`config.mk`:
```
export PLATFORM = sky130hd
export DESIGN_NAME = pic_move_ctrl
export DESIGN_NICKNAME = d
export VERILOG_FILES = /design/src/rtl/pic_move_ctrl.sv
export SDC_FILE = /design/constraint.sdc
export NUM_CORES = 1
export LEC_CHECK = 0
export BUFFER_PORTS_ARGS = -buffer_cell sky130_fd_sc_hd__buf_2
export CAP_MARGIN = 40
export CORE_AREA = 5 5 110 102
export DETAILED_ROUTE_END_ITERATION = 16
export DIE_AREA = 0 0 115 107
export GPL_TIMING_DRIVEN = 0
export MAX_ROUTING_LAYER = met4
export PLACE_DENSITY_LB_ADDON = 0.3
export SYNTH_ARGS = -nofsm -noshare
export SYNTH_HDL_FRONTEND = slang
export SYNTH_SLANG_ARGS = --single-unit
```
`constraint.sdc`:
```
create_clock -name vga_clk -period 5.6 [get_ports vga_clk]
set_clock_uncertainty 0.15 [all_clocks]
set_input_delay 0.84 -clock vga_clk [delete_from_list [all_inputs] [get_ports vga_clk]]
set_output_delay 0.84 -clock vga_clk [all_outputs]
set_load 0.005 [all_outputs]
```
`src/rtl/pic_move_ctrl.sv`:
```
`default_nettype none
// ============================================================================
// Module   : pic_move_ctrl
// Function : Bouncing 48x48 picture window scheduler. It sequences the ROM
//            address and emits a valid flag aligned with ROM read data.
// Option   : PIC_PAUSE_EN adds the pause port, which freezes motion.
// Revision : 1.0 - initial release
// ============================================================================
module pic_move_ctrl #(
    parameter int H_ACT     = 640,
    parameter int V_ACT     = 480,
    parameter int WIDTH     = 48,
    parameter int HEIGHT    = 48,
    parameter int STEP      = 2,
    parameter int FRAME_DIV = 1
) (
    input  logic        vga_clk,
    input  logic        rst_n,
    input  logic        pix_valid,
    input  logic [11:0] addr_h,
    input  logic [11:0] addr_v,
`ifdef PIC_PAUSE_EN
    input  logic        pause,
`endif
    output logic [13:0] rom_address,
    output logic        pic_valid,
    output logic [11:0] pos_x,
    output logic [11:0] pos_y
);

    localparam logic [13:0] c_ADDR_LAST = 14'(WIDTH * HEIGHT - 1);
    localparam logic [12:0] c_X_MAX     = 13'(H_ACT - WIDTH);
    localparam logic [12:0] c_Y_MAX     = 13'(V_ACT - HEIGHT);
    localparam logic [11:0] c_X_MAX12   = 12'(H_ACT - WIDTH);
    localparam logic [11:0] c_Y_MAX12   = 12'(V_ACT - HEIGHT);
    localparam logic [11:0] c_X_INIT    = 12'((H_ACT - WIDTH) / 2);
    localparam logic [11:0] c_Y_INIT    = 12'((V_ACT - HEIGHT) / 2);
    localparam logic [12:0] c_STEP13    = 13'(STEP);
    localparam logic [11:0] c_STEP12    = 12'(STEP);
    localparam logic [12:0] c_W_M1      = 13'(WIDTH - 1);
    localparam logic [12:0] c_H_M1      = 13'(HEIGHT - 1);
    localparam logic [11:0] c_H_LAST    = 12'(H_ACT - 1);
    localparam logic [11:0] c_V_LAST    = 12'(V_ACT - 1);
    localparam int          c_FCNT_W    = (FRAME_DIV > 1) ? $clog2(FRAME_DIV) : 1;
    localparam logic [c_FCNT_W-1:0] c_FCNT_LAST = c_FCNT_W'(FRAME_DIV - 1);

    localparam logic [0:0] S_RIGHT = 1'b0;
    localparam logic [0:0] S_LEFT  = 1'b1;
    localparam logic [0:0] S_DOWN  = 1'b0;
    localparam logic [0:0] S_UP    = 1'b1;

    logic [13:0]         r_addr_cnt;
    logic                r_hit_d1;
    logic [c_FCNT_W-1:0] r_frame_cnt;
    logic [0:0]          r_x_state;
    logic [0:0]          r_y_state;
    logic [11:0]         r_pos_x;
    logic [11:0]         r_pos_y;

    logic [0:0]          w_x_state_nxt;
    logic [0:0]          w_y_state_nxt;
    logic [11:0]         w_pos_x_nxt;
    logic [11:0]         w_pos_y_nxt;
    logic [12:0]         w_h13;
    logic [12:0]         w_v13;
    logic [12:0]         w_px13;
    logic [12:0]         w_py13;
    logic                w_hit;
    logic                w_frame_end;
    logic                w_hold;
    logic                w_move_due;

    // Window compares are done one bit wider so pos+WIDTH-1 cannot wrap.
    assign w_h13  = {1'b0, addr_h};
    assign w_v13  = {1'b0, addr_v};
    assign w_px13 = {1'b0, r_pos_x};
    assign w_py13 = {1'b0, r_pos_y};

    assign w_hit = pix_valid
                && (w_h13 >= w_px13) && (w_h13 <= w_px13 + c_W_M1)
                && (w_v13 >= w_py13) && (w_v13 <= w_py13 + c_H_M1);

    assign w_frame_end = pix_valid && (addr_h == c_H_LAST) && (addr_v == c_V_LAST);

`ifdef PIC_PAUSE_EN
    assign w_hold = pause;
`else
    assign w_hold = 1'b0;
`endif

    assign w_move_due = w_frame_end && !w_hold && (r_frame_cnt == c_FCNT_LAST);

    // rom_address presents the address of the pixel hit on the previous cycle.
    always_ff @(posedge vga_clk or negedge rst_n) begin
        if (!rst_n) begin
            r_addr_cnt  <= '0;
            rom_address <= '0;
            r_hit_d1    <= 1'b0;
            pic_valid   <= 1'b0;
        end else begin
            if (w_frame_end) begin
                r_addr_cnt <= '0;
            end else if (w_hit) begin
                r_addr_cnt <= (r_addr_cnt == c_ADDR_LAST) ? 14'd0 : r_addr_cnt + 14'd1;
            end
            if (w_hit) begin
                rom_address <= r_addr_cnt;
            end
            r_hit_d1  <= w_hit;
            pic_valid <= r_hit_d1;
        end
    end

    always_ff @(posedge vga_clk or negedge rst_n) begin
        if (!rst_n) begin
            r_frame_cnt <= '0;
        end else if (w_frame_end && !w_hold) begin
            r_frame_cnt <= (r_frame_cnt == c_FCNT_LAST) ? '0 : r_frame_cnt + 1'b1;
        end
    end

    always_ff @(posedge vga_clk or negedge rst_n) begin
        if (!rst_n) begin
            r_x_state <= S_RIGHT;
            r_y_state <= S_DOWN;
            r_pos_x   <= c_X_INIT;
            r_pos_y   <= c_Y_INIT;
        end else begin
            r_x_state <= w_x_state_nxt;
            r_y_state <= w_y_state_nxt;
            r_pos_x   <= w_pos_x_nxt;
            r_pos_y   <= w_pos_y_nxt;
        end
    end

    // Edges clamp exactly and reverse direction in the same move.
    always_comb begin
        w_x_state_nxt = r_x_state;
        w_y_state_nxt = r_y_state;
        w_pos_x_nxt   = r_pos_x;
        w_pos_y_nxt   = r_pos_y;
        if (w_move_due) begin
            case (r_x_state)
                S_RIGHT: begin
                    if (w_px13 + c_STEP13 >= c_X_MAX) begin
                        w_pos_x_nxt   = c_X_MAX12;
                        w_x_state_nxt = S_LEFT;
                    end else begin
                        w_pos_x_nxt = r_pos_x + c_STEP12;
                    end
                end
                default: begin
                    if (w_px13 <= c_STEP13) begin
                        w_pos_x_nxt   = 12'd0;
                        w_x_state_nxt = S_RIGHT;
                    end else begin
                        w_pos_x_nxt = r_pos_x - c_STEP12;
                    end
                end
            endcase
            case (r_y_state)
                S_DOWN: begin
                    if (w_py13 + c_STEP13 >= c_Y_MAX) begin
                        w_pos_y_nxt   = c_Y_MAX12;
                        w_y_state_nxt = S_UP;
                    end else begin
                        w_pos_y_nxt = r_pos_y + c_STEP12;
                    end
                end
                default: begin
                    if (w_py13 <= c_STEP13) begin
                        w_pos_y_nxt   = 12'd0;
                        w_y_state_nxt = S_DOWN;
                    end else begin
                        w_pos_y_nxt = r_pos_y - c_STEP12;
                    end
                end
            endcase
        end
    end

    always_comb begin
        pos_x = r_pos_x;
        pos_y = r_pos_y;
    end

endmodule
`default_nettype wire

```
==> results.txt, run 1 <==
# nets final - 730
Post-CTS Setup Bufs - 0
TritonCTS clock tree - yes
CTS buffer count - 5
Global-route wire length before repair - 22.6 mm
I/O pins - 66
Clock Latency Late Sink - 0.31 ns
Post-DRT Antenna Nets - 0
Ratio of cells with drive above 1 in the final layout - 0.170
Worst hold stages - 0
Crit path kind - register to register
Total negative slack - 0 ns
Die Width - 115 µm
Synth Instances - 580
Core area - 0.00998 mm²
Synth-to-layout area growth - 12.1%
Register bit total from synthesis - 54
Main area contributors after synthesis - dfrtp_1 24%, ha_1 13%, a21oi_1 4.9%, dfstp_2 3.8%, nand2_1 3.7%
Worst Path Arrival - 4.48 ns
Clock share of power - 0.298
Crit path largest cell delay - 0.45 ns
Synth Flop Type - dfrtp_1
Achievable Freq - 225 MHz
Drt wl/cell - 17.1 µm
HP Start - r_hit_d1
RSZ-0062 raised after global routing - no
Hold Fails Final Rpt - 0
Post-synthesis sequential area ratio - 0.283
Num Clock Sinks - 54
Reg2reg start - pos_x[1]
Slew Limit Fails - 0
Final period util - 0.795
Final Setup Violations - 0
Worst VDD drop - 0.101 mV
Detailed Place HPWL - 10.5 mm
Endpoint type of the worst setup path - register
Row count - 35
Commonest cells in the netlist - 51 x ha_1, 48 x nand2_1, 47 x a21oi_1, 47 x dfrtp_1, 37 x nor2_1
Synth top area share - 0.244
Worst Tran Pin Value - 0.656 ns
CP cell instances - buf_2, inv_1, ha_1, a21oi_1, o21ai_0, nor2_1, xnor2_1, ha_1, and3_1, a221oi_1, o221ai_1, a21oi_2, nand3_2, buf_2, buf_4, o31ai_1, a21oi_1
1st-iter DRT viols - 500
Reg power frac - 0.566
Initial DRT Pass Iterations - 4
Post-synthesis cell type count - 73
Status - finished clean
Clock transition at path regs - 0.10 ns
Leakage power - 2.30 nW
Die span in y - 107 µm
Resized Gates After CTS - 0
CP Data Required Time - 5.63 ns
MaxCap Viol Count - 0
DRC Markers - 0
Yosys top cell by area - dfrtp_1
Post-synth ARST share - 1.00
Post-synth EDFFs - 0
Tmin final - 4.45 ns
Switching pwr - 0.200 mW
Startpoint Class - register
Critical R2R Capture - r_addr_cnt[6]
Combinational power share - 0.136
Pwr Density - 137 mW/mm²
Cell Int Power - 0.537 mW
Maximum number of pins on one net before global-route repair - 30
Die Footprint - 0.0123 mm²
Grt total ovfl - 0
Flop-to-flop setup slack - 1.15 ns
Gpl congestion - 0.950
R2R cell count - 17
Initial antenna violation count - 0
I/O Buffers - 63
Initial Util - 0.482
Min Hold Slack - 0.228 ns
Synth Warn # - 0
Diodes inserted - 0
Worst Hold Class - register to register
CP Max Fanout - 10
Post-Syn Area - 0.00481 mm²
# H-tree levels - 2
Total Power - 0.738 mW
Most frequent cell after synthesis - ha_1
Slew Limit Headroom - 0.560
Hold EP - pic_valid
Via count - 4733
# hold bufs at CTS - 0
Vias/cell - 6.06
Highest-delay cell along the critical path - dfrtp_1
Vias in the first global route - 4562
CTS Buffer Depth - 2
Syn avg cell area - 8.30 µm²
GR Util All Layers - 0.230
Routed WL - 13.4 mm
Sw frac - 0.272
Clock tree root buffer cell - clkbuf_8
[cells in the final DEF (no fill, tap or decap), drive strengths merged, types with 12 or more instances in the layout]
master | synthesis | layout
a21oi | 49 | 49
buf | 17 | 81
clkbuf | 20 | 25
dfrtp | 47 | 47
ha | 51 | 51
inv | 29 | 29
mux2 | 15 | 15
nand2 | 48 | 48
nand3 | 27 | 27
nand4 | 12 | 12
nor2 | 37 | 37
nor3 | 13 | 13
o21ai | 49 | 49
xnor2 | 20 | 20
[routing by layer]
metal  share of wire  track usage  up-vias
li1                -            -     2306
met1            0.45        0.314     2227
met2            0.46        0.363      179
met3           0.070       0.0271       21
met4           0.018       0.0620        0
met5               0            -        -
[final cells by class]
class / count / area (µm²)
Sequential cell: 54 / 1360
Clock buffer: 5 / 68.8
Clock inverter: 2 / 15.0
Fill cell: 946 / 4590
Buffer: 37 / 183
Inverter: 29 / 109
Tap cell: 129 / 161
Timing Repair Buffer: 64 / 335
Multi-Input combinational cell: 461 / 3170
[worst max path at each step]
stage,startpoint,to,slack [ns],depth (start not counted)
6_report,pos_x[1],r_addr_cnt[6],1.15,17
5_1_grt,pos_x[1],r_addr_cnt[6],0.82,17
4_1_cts,pos_x[1],r_addr_cnt[6],1.16,17
3_5_place_dp,pos_x[1],r_addr_cnt[6],1.19,17
3_3_place_gp,pos_x[1],r_addr_cnt[6],1.21,17
2_1_floorplan,pos_x[1],r_addr_cnt[4],1.96,16
[registers in the layout (all words and copies together), names as in the netlist]
name	count
pic_valid	1
pos_x	11
pos_y	11
r_addr_cnt	14
r_hit_d1	1
r_x_state	1
r_y_state	1
rom_address	14
[power groups by stage]
stage | clock network (mW) | registers [mW] | logic (mW)
floorplan | 0 | 0.423 | 0.0553
global placement | 0 | 0.424 | 0.0952
detailed placement | 0 | 0.425 | 0.102
CTS | 0.224 | 0.418 | 0.102
global route | 0.237 | 0.421 | 0.118
finish | 0.220 | 0.418 | 0.101
[metrics by stage]
stage | cells | utilization | setup WS [ns] | instance area (µm²)
global placement | 773 | 0.530 | 1.21 | 5290
finish | 781 | 0.541 | 1.15 | 5400
global route | 781 | 0.541 | 0.821 | 5400
detailed placement | 774 | 0.532 | 1.19 | 5310
CTS | 781 | 0.541 | 1.16 | 5400
floorplan | 581 | - | 1.96 | 4820
[critical path, delay by kind of cell (launching register included)]
kind                     cells  cell delay [ns]
AO/OA/AOI/OAI                7             1.67
XOR/XNOR                     1             0.15
adder cells (fa/ha/maj)      2             0.60
buffers and inverters        4             0.81
flip-flops                   1             0.45
AND/OR/NAND/NOR              3             0.50
[cell families (layout without fill, tap and decap cells)]
family | after synthesis | in the layout | share of synthesized area
muxes | 15 | 15 | 0.0351
DFF | 54 | 54 | 0.283
buffers and inverters | 66 | 137 | 0.0606
AOI/OAI and AO/OA | 173 | 173 | 0.234
adders and majority gates | 51 | 51 | 0.133
other | 1 | 2 | 0.000779
and+or+nand+nor | 200 | 200 | 0.218
xor gates and xnor gates | 20 | 20 | 0.0364
(Power assumes the default switching activity.)
==> inputs of run 2 (changes only) <==
==> constraint.sdc (replaced) <==
create_clock -name vga_clk -period 4.7 [get_ports vga_clk]
set_clock_uncertainty 0.15 [all_clocks]
set_input_delay 0.705 -clock vga_clk [delete_from_list [all_inputs] [get_ports vga_clk]]
set_output_delay 0.705 -clock vga_clk [all_outputs]
set_load 0.005 [all_outputs]
==> results.txt, run 2 (synthesis results as in run 1) <==
Register area - 0.00136 mm² (unchanged)
Hold EP - pic_valid (unchanged)
I/O Buffers - 63 (unchanged)
Final period util - 0.928 (was 0.795)
Row count - 35 (unchanged)
# hold bufs at CTS - 0 (unchanged)
I/O pins - 66 (unchanged)
Vias/cell - 6.05 (was 6.06)
Global route hottest layer - met2 (unchanged)
CP cell instances - buf_2, inv_1, ha_1, a21oi_1, o21ai_1, nor2_1, xnor2_1, ha_1, and3_1, a221oi_1, o221ai_1, a21oi_2, nand3_2, buf_2, buf_4, o31ai_1, a21oi_1 (was buf_2, inv_1, ha_1, a21oi_1, o21ai_0, nor2_1, xnor2_1, ha_1, and3_1, a221oi_1, o221ai_1, a21oi_2, nand3_2, buf_2, buf_4, o31ai_1, a21oi_1)
# nets final - 730 (unchanged)
GR Util All Layers - 0.230 (unchanged)
Slew Limit Headroom - 0.560 (unchanged)
Total Power - 0.879 mW (was 0.738 mW)
Multi-input gate area - 0.00317 mm² (unchanged)
Routed WL - 13.4 mm (about the same)
Clock transition at path regs - 0.10 ns (about the same)
Most common cell after layout, fill and taps aside - buf_2 (unchanged)
Clock tree root buffer cell - clkbuf_8 (unchanged)
Total negative slack - 0 ns (unchanged)
Crit path largest cell delay - 0.45 ns (about the same)
Initial Util - 0.482 (unchanged)
Global-route wire length before repair - 22.6 mm (unchanged)
Critical R2R Capture - r_addr_cnt[6] (unchanged)
Diodes inserted - 0 (unchanged)
Flop-to-flop setup slack - 0.34 ns (was 1.15 ns)
Initial DRT Pass Iterations - 5 (was 4)
Grt total ovfl - 0 (unchanged)
Achievable Freq - 229 MHz (was 225 MHz)
RSZ-0062 raised after global routing - no (unchanged)
Tmin final - 4.36 ns (was 4.45 ns)
1st-iter DRT viols - 501 (was 500)
Gpl congestion - 0.950 (unchanged)
Reg2reg start - pos_x[1] (unchanged)
Slew Limit Fails - 0 (unchanged)
Worst Hold Class - register to register (unchanged)
CTS Buffer Depth - 2 (unchanged)
Leakage power - 2.30 nW (about the same)
CTS buffer count - 5 (unchanged)
DRC Markers - 0 (unchanged)
Core area - 0.00998 mm² (unchanged)
Met2 usage in global routing - 0.363 (unchanged)
Status - finished clean (unchanged)
Worst Tran Pin Value - 0.656 ns (unchanged)
Crit path kind - register to register (unchanged)
Detailed Place HPWL - 10.5 mm (unchanged)
# H-tree levels - 2 (unchanged)
Die Width - 115 µm (unchanged)
Highest-delay cell along the critical path - dfrtp_1 (unchanged)
Die span in y - 107 µm (unchanged)
TritonCTS clock tree - yes (unchanged)
Synth-to-layout area growth - 12.1% (unchanged)
Fillers - 946 (unchanged)
Clock Latency Late Sink - 0.31 ns (about the same)
Post-CTS Setup Bufs - 0 (unchanged)
CP Max Fanout - 10 (unchanged)
Pwr Density - 163 mW/mm² (was 137 mW/mm²)
Worst VDD drop - 0.120 mV (was 0.101 mV)
MaxCap Viol Count - 0 (unchanged)
Met3 Use GR - 0.0271 (unchanged)
Biggest regs - r_addr_cnt (14), rom_address (14) (unchanged)
Drt wl/cell - 17.1 µm (about the same)
Worst Path Arrival - 4.39 ns (was 4.48 ns)
Ratio of cells with drive above 1 in the final layout - 0.170 (unchanged)
Startpoint Class - register (unchanged)
Initial antenna violation count - 0 (unchanged)
Vias in the first global route - 4562 (unchanged)
R2R cell count - 17 (unchanged)
CP Data Required Time - 4.73 ns (was 5.63 ns)
Endpoint type of the worst setup path - register (unchanged)
Worst hold stages - 0 (unchanged)
Via count - 4725 (was 4733)
Maximum number of pins on one net before global-route repair - 30 (unchanged)
Most frequent cells in the layout - 71 x buf_2, 51 x ha_1, 48 x nand2_1 (unchanged)
Hold Fails Final Rpt - 0 (unchanged)
Die Footprint - 0.0123 mm² (unchanged)
Num Clock Sinks - 54 (unchanged)
Post-DRT Antenna Nets - 0 (unchanged)
Final Setup Violations - 0 (unchanged)
M1 GR Usage - 0.314 (unchanged)
HP Start - r_hit_d1 (unchanged)
[run 2: cell counts in the layout (fill, tap and decap cells not counted)]
Identical to the previous run, type by type.
[run 2: cell type report]
type,instances,share of cell area
plain buffers,37,0.0338
well taps,129,0.0299
clock buffers,5,0.0127
inverters,29,0.0202
repair buffers,64,0.0621
multi-input cells,461,0.586
clock inverters,2,0.00278
flip-flops and latches,54,0.252
[run 2: worst max path at each step]
stage | startpoint | to | slack [ns] | depth (start not counted)
5_1_grt | pos_x[1] | r_addr_cnt[6] | 0.02 | 17
6_report | pos_x[1] | r_addr_cnt[6] | 0.34 | 17
2_1_floorplan | pos_x[1] | r_addr_cnt[4] | 1.06 | 16
3_3_place_gp | pos_x[1] | r_addr_cnt[6] | 0.31 | 17
4_1_cts | pos_x[1] | r_addr_cnt[6] | 0.26 | 17
3_5_place_dp | pos_x[1] | r_addr_cnt[6] | 0.29 | 17
[run 2: what timing repair did]
item	4_1_cts	5_1_grt
hold endpoints to repair	0	0
resized for setup	0	1
setup endpoints to repair	0	12
[run 2: metrics by stage]
step | area [µm²] | hold slack, ns | worst slack (ns) | std cells | utilization
finish | 5400 | 0.228 | 0.340 | 781 | 0.541
global route | 5400 | 0.243 | 0.0154 | 781 | 0.541
detailed placement | 5310 | 0.206 | 0.292 | 774 | 0.532
CTS | 5400 | 0.228 | 0.258 | 781 | 0.541
global placement | 5290 | 0.184 | 0.306 | 773 | 0.530
floorplan | 4820 | 0.181 | 1.06 | 581 | -
[run 2: worst max-delay path: cells and delay by family, from the launching register on]
kind	cells	cell delay (ns)
DFF	1	0.45
adders and majority gates	2	0.56
xor gates and xnor gates	1	0.14
AOI/OAI and AO/OA	7	1.59
buffers and inverters	4	0.79
and+or+nand+nor	3	0.55
[run 2: report_power, final]
group          internal [mW]  total, mW  switching [mW]
registers              0.482      0.498          0.0152
logic                 0.0556      0.120          0.0642
clock network          0.102      0.262           0.159
[run 2: per-layer routing]
metal / vias to the layer above / wire (µm)
met4: 0 / 234
met3: 19 / 949
met1: 2213 / 6000
li1: 2306 / -
met5: - / 0
met2: 187 / 6210
